===== config.mk =====
export PLATFORM = sky130hd
export DESIGN_NAME = pc_unit
export DESIGN_NICKNAME = d
export VERILOG_FILES = /design/src/rtl/pc_unit.sv
export SDC_FILE = /design/constraint.sdc
export NUM_CORES = 1
export LEC_CHECK = 0
export BUFFER_PORTS_ARGS = -buffer_cell sky130_fd_sc_hd__buf_2
export CORE_MARGIN = 1
export CORE_UTILIZATION = 66
export CTS_CLUSTER_SIZE = 20
export DETAILED_ROUTE_END_ITERATION = 10
export PLACE_DENSITY = 0.93
export SLEW_MARGIN = 40
export SYNTH_ARGS = -nofsm -noshare
export SYNTH_HDL_FRONTEND = slang
export SYNTH_SLANG_ARGS = --single-unit

===== constraint.sdc =====
create_clock -name clock -period 10.2 [get_ports clock]
set_clock_uncertainty 0.1 [all_clocks]
set_input_delay 0 -clock clock [delete_from_list [all_inputs] [get_ports clock]]
set_output_delay 0 -clock clock [all_outputs]
set_load 0.05 [all_outputs]

===== src/rtl/pc_unit.sv =====
// pc_unit: fetch program counter with relative branch, circular return-address stack and sticky stack-error flags
module pc_unit #(
    parameter int ADDR_W = 27,
    parameter int OFF_W = 16,
    parameter int RAS_DEPTH = 8,
    parameter logic [ADDR_W-1:0] RESET_ADDR = '0
) (
    input  logic              clock,
    input  logic              reset,
    input  logic              stall,
    input  logic              pc_inc,
    input  logic              pc_load,
    input  logic [ADDR_W-1:0] pc_addr_in,
    input  logic              br_take,
    input  logic [OFF_W-1:0]  br_offset,
    input  logic              call,
    input  logic              ret,
    input  logic              err_clr,
    output logic [ADDR_W-1:0] pc_out,
    output logic              ras_empty,
    output logic              ras_full,
    output logic              ras_overflow,
    output logic              ras_underflow
);
    localparam int PTR_W = $clog2(RAS_DEPTH);
    localparam int CNT_W = $clog2(RAS_DEPTH + 1);

    logic [ADDR_W-1:0] pc_q, pc_d;
    logic [PTR_W-1:0]  wp_q, wp_d;
    logic [CNT_W-1:0]  cnt_q, cnt_d;
    logic              ovf_q, ovf_d, unf_q, unf_d;
    logic              push;
    logic [ADDR_W-1:0] ras_q [RAS_DEPTH];

    assign pc_out        = pc_q;
    assign ras_empty     = cnt_q == '0;
    assign ras_full      = cnt_q == CNT_W'(RAS_DEPTH);
    assign ras_overflow  = ovf_q;
    assign ras_underflow = unf_q;

    // Single prioritised action per cycle; a flag set in the same cycle beats err_clr
    always_comb begin
        push  = 1'b0;
        pc_d  = pc_q;
        wp_d  = wp_q;
        cnt_d = cnt_q;
        ovf_d = ovf_q & ~err_clr;
        unf_d = unf_q & ~err_clr;
        if (stall) begin
            ovf_d = ovf_q;
            unf_d = unf_q;
        end else if (ret) begin
            if (ras_empty) begin
                unf_d = 1'b1;
            end else begin
                pc_d  = ras_q[wp_q - PTR_W'(1)];
                wp_d  = wp_q - PTR_W'(1);
                cnt_d = cnt_q - CNT_W'(1);
            end
        end else if (call) begin
            push  = 1'b1;
            pc_d  = pc_addr_in;
            wp_d  = wp_q + PTR_W'(1);
            ovf_d = ras_full | ovf_d;
            cnt_d = ras_full ? cnt_q : cnt_q + CNT_W'(1);
        end else if (pc_load) begin
            pc_d = pc_addr_in;
        end else if (br_take) begin
            pc_d = pc_q + ADDR_W'($signed(br_offset));
        end else if (pc_inc) begin
            pc_d = pc_q + ADDR_W'(1);
        end
    end

    // PC, stack pointers and flags with synchronous reset
    always_ff @(posedge clock) begin
        if (reset) begin
            pc_q  <= RESET_ADDR;
            wp_q  <= '0;
            cnt_q <= '0;
            ovf_q <= 1'b0;
            unf_q <= 1'b0;
        end else begin
            pc_q  <= pc_d;
            wp_q  <= wp_d;
            cnt_q <= cnt_d;
            ovf_q <= ovf_d;
            unf_q <= unf_d;
        end
    end

    // Stack storage; on a full stack the write wraps onto the oldest entry
    always_ff @(posedge clock) begin
        if (push)
            ras_q[wp_q] <= pc_q + ADDR_W'(1);
    end
endmodule


---- Word level (Yosys, flattened, before mapping) ----
Memories as Yosys holds them, arrays and structs flattened.
Index checks and enable logic that the tools add are counted.
operators by class
  multiplexer cells ....................... 22
  bitwise operators ....................... 5
  equal/unequal tests ..................... 3
  $add $sub $neg .......................... 6
  reduce and logical (&&, ||, !) cells .... 6
operator list
  kind                                                                number
  27-bit 2-to-1 mux                                                   6
  27-bit by 1-bit adder with 27-bit output, second input constant     1
  27-bit adder                                                        1
  4-bit 2-to-1 mux                                                    4
  1-bit 2-to-1 mux                                                    9
  3-bit 2-to-1 mux                                                    3
  3-bit AND reduction                                                 2
  5-bit nonzero test                                                  1
  4-bit by 1-bit adder with 4-bit output, second input constant       1
  4-bit == test, second input constant                                1
  4-bit zero test                                                     1
  2-bit != test, second input constant                                2
  4-bit AND reduction                                                 1
  4-bit by 1-bit subtractor with 4-bit output, second input constant  1
  3-bit by 1-bit adder with 3-bit output, second input constant       1
  3-bit by 1-bit subtractor with 3-bit output, second input constant  1
  1-bit AND                                                           2
  1-bit NOT                                                           2
  2-bit nonzero test                                                  1
  1-bit OR                                                            1
storage, ports and cells
  bits in registers ....................... 36
  logic and storage cells ................. 48
  input port bits ......................... 52
  bits in writable memories ............... 216
  memories kept ........................... 1
memories
  memory  words  bits a word  read ports  clocked after Yosys merged registers in  wr ports  line  source
  ras_q   8      27           1           0                                        1         33    logic [ADDR_W-1:0] ras_q [RAS_DEPTH];

---- Longest topological paths before layout ----
  word-level depth ........................ 6
  gate-level depth with buffers ........... 13
  gate-level depth less buffers ........... 10

---- Worst setup path after synthesis ----
No wires, ideal clock.
  path kind ............................... flip-flop to flip-flop
  from .................................... reg wp_q[0]
  to ...................................... mem ras_q[1][0] (enable)
  stages on the path, launching flop included .. 6
  clock period less this slack ............ 3.667 ns
  data required time ...................... 9.655 ns
  path slack .............................. 6.533 ns
  data arrival time ....................... 3.122 ns
  path buffers ............................ 3
  setup time .............................. 0.445 ns
  cells stage by stage .................... dfxtp_1 buf_6 buf_4 buf_2 nand2_1 nor3_1
RTL lines
  item                    line  source
  start, declared         29    logic [PTR_W-1:0] wp_q, wp_d;
  start signal, assigned  85    wp_q <= wp_d;
  end, declared           33
No word-level cell before the write port.

---- Worst setup path after layout ----
  from .................................... reg pc_q[0] (netlist: pc_out[0])
  to ...................................... reg pc_q[26] (netlist: pc_out[26])
on the way
  longest elaborated chain between the ends .. 6
  elaborated cells on any way between the ends .. 7
ends and longest elaborated chain
  item                                      line  source
  start, declared                           28    logic [ADDR_W-1:0] pc_q, pc_d;
  start signal, assigned                    84    pc_q <= pc_d;
  27-bit by 1-bit adder with 27-bit output  71    pc_d = pc_q + ADDR_W'(1);
  27-bit 2-to-1 mux                         70    end else if (pc_inc) begin
  27-bit 2-to-1 mux (*)                     68    end else if (br_take) begin
  27-bit 2-to-1 mux (*)                     66    end else if (pc_load) begin
  27-bit 2-to-1 mux (*)                     60    end else if (call) begin
  27-bit 2-to-1 mux (*)                     52    end else if (ret) begin
Every way passes the cells marked *; elsewhere a longest branch is shown, timed or not. The select of a mux whose other input is x is not followed.
A chain may end at the register's enable or synchronous reset.

==> impl_metrics.toml <==
[run_status]
status = "complete, no violations"

[place]
pre_cts_slack_ps = 6620
gp_congestion = 0.959
post_dp_cell_area_um2 = 13100
dp_hpwl_mm = 22.0
portBuffers = 82

[clock_tree]
post_cts_resized = 0
clk_latency_ps = 540
clock_sinks = 252
cts_tree = "built"
cts_max_path_buffers = 3
cts_made_buffers = 25
cts_max_level = 1
path_clk_slew_ps = 70
root_buffer = "clkbuf_16"
post_cts_buffers = 0
cts_hold_buf = 32

[final_layout]
stdcell_area_um2 = 14300
mostFrequentLayoutCell = "edfxtp_1"
final_nets = 1125
drive_above_1_share = 0.220
fillerInstances = 1000
syn2layout_area_growth_pct = 14.2
final_cell_mix = "216 x edfxtp_1, 82 x buf_2, 68 x nor2_1"
final_util = 0.780
diodes = 0

[worst_setup_path]
r2r-start = "pc_out[0]"
cp_slowest_cell = "dlygate4sd3_1"
r2r_setup_slack_ps = 6270
critPathMaxStageDelay_ps = 550
crit_path_max_fanout = 9
worst-setup-path-type = "flip-flop to flip-flop"
crit_chain = "ha_1 -> inv_1 -> fa_1 -> and2b_1 -> o2111ai_2 -> a211oi_2 -> o21ai_1 -> nor2b_1 -> o221a_2 -> a31o_1 -> dlygate4sd3_1"
critPathCapture = "pc_out[26]"
required_ps = 10510
crit_arrival_ps = 4240
reg2regPathDepth = 11
cp-startpoint = "pc_out[0]"
start_kind = "flip-flop"
setup.worst_path.end_class = "flip-flop"
rr_endpoint = "pc_out[26]"

[synthesis]
syn-cell-area_um2 = 12500
synth-seq-area-share = 0.577
ys_async_sr_fraction = 0
avgSynthCellArea_um2 = 13.5
yosys.area_share.simple = 0.0977
synth.distinct_cells = 76
synth_edf_count = 216
synth_top_family_by_area = "multiplexers"
synth_compound_area_frac = 0.111
yosys_warnings = 0
yosys.area_share.adder = 0.0343
syn_inst = 926
synth-xor-area-share = 0.0335
synth.net_count = 1011
synth_ff_type = "edfxtp_1"
ys_ff_latch = 252
muxShareOfSynthArea = 0.124

[floorplan]
chipHeight_um = 140
rows = 49
fp.dieArea_um2 = 19500
ios = 83
core_um2 = 18300
dieWidth_um = 140
start_util = 0.683

[timing]
relSlewSlack = 0.389
report.final.slew_viol_count = 0
min_period_ps = 3930
fin_ws_ps = 6270
finalSetupViolCount = 0
rsz0062_at_grt = "no"
hold_ws_ps = 11.4
finalCritPeriodShare = 0.386
worstMarginPinSlew_ps = 914
finalSetupTns_ps = 0
fmax_mhz = 254
hold_viol = 0

[global_routing]
antenna_found_initial = 0
grt_pass1_vias = 9302
grt_usage = 0.368
grt_max_degree = 51
grt_pass1_wl_mm = 53.2
overflow = 0

[min_path]
hold_path.class = "input port to flip-flop"

[power]
ir_worst_vdd_mv = 0.202
p_leak_nw = 5.12
power_density_nw_per_um2 = 200

[routing]
first_pass_iters = 6
ant_nets = 0
wl_mm = 35.4
wire_per_inst_um = 27.5
drcViolationCount = 0
viasPerCell = 7.36
num_vias = 9474
drt_iter0_drc = 1307

[job]
cap_violations = 0
where the power goes:
group,leakage [nW],switching [mW],total [mW],internal (mW)
Sequential,2.28,0.0666,1.25,1.18
Combinational,2.46,0.437,0.708,0.271
Clock,0.382,0.391,0.890,0.499
metrics by stage:
stage          power (mW)  instances
3_3_place_gp         1.90       1209
3_5_place_dp         1.93       1209
6_report             2.84       1288
4_1_cts              2.81       1287
2_1_floorplan        1.74        926
5_1_grt              2.91       1288
final cells by class:
type,count,area [um2],area share
multi-input combinational,614,5060,0.355
tap,229,287,0.0201
sequential,252,7210,0.506
timing repair buffer,131,861,0.0604
clock inverter,19,144,0.0101
inverter,16,60.1,0.00421
clock buffer,27,633,0.0444
how the worst min path moves through the flow:
stage,from,endpoint,slack [ps],depth (start not counted)
after floorplan,pc_addr_in[13],pc_out[13],30,2
after global placement,err_clr,ras_underflow,230,4
after detailed placement,pc_addr_in[13],pc_out[13],250,3
after CTS,br_offset[12],pc_out[12],3,4
after global routing,br_offset[12],pc_out[12],30,4
final,br_offset[12],pc_out[12],10,4
logic make-up (layout without fill, tap and decap cells):
kind of cell / count (synthesis) / count (layout)
AOI/OAI and AO/OA: 208 / 208
xor gates and xnor gates: 46 / 46
adders and majority gates: 33 / 33
buffers and inverters: 60 / 193
DFF: 252 / 252
muxes: 86 / 86
and+or+nand+nor: 241 / 241
synth_stat cells (20+ instances only):
master,number,area [um2]
clkbuf_1,24,90.1
a211oi_1,20,150
xor2_1,20,175
a21oi_1,62,310
nand3_1,25,125
mux4_2,54,1220
nor2_1,75,282
xnor2_1,24,210
ha_1,31,388
mux2i_1,22,220
o21ai_0,34,170
edfxtp_1,216,6490
dfxtp_1,36,721
nand2_1,57,214
routing by layer:
metal / wire [um] / track usage
met1: 12100 / 0.477
met2: 16600 / 0.586
met3: 4340 / 0.0733
met4: 2320 / 0.214
met5: 0 / 0
sequential cells by signal, summed over array words and instances, names as in the netlist:
signal and flops:
ras_q 216, pc_out 27, cnt_q 4, wp_q 3, ras_overflow 1, ras_underflow 1
worst max-delay path, delay by kind of cell (launching register included):
kind / cells / cell delay, ps
and+or+nand+nor: 2 / 490
adders and majority gates: 2 / 680
DFF: 1 / 530
AOI/OAI and AO/OA: 5 / 1380
buffers and inverters: 2 / 620
Power figures use the tool's default switching activity.
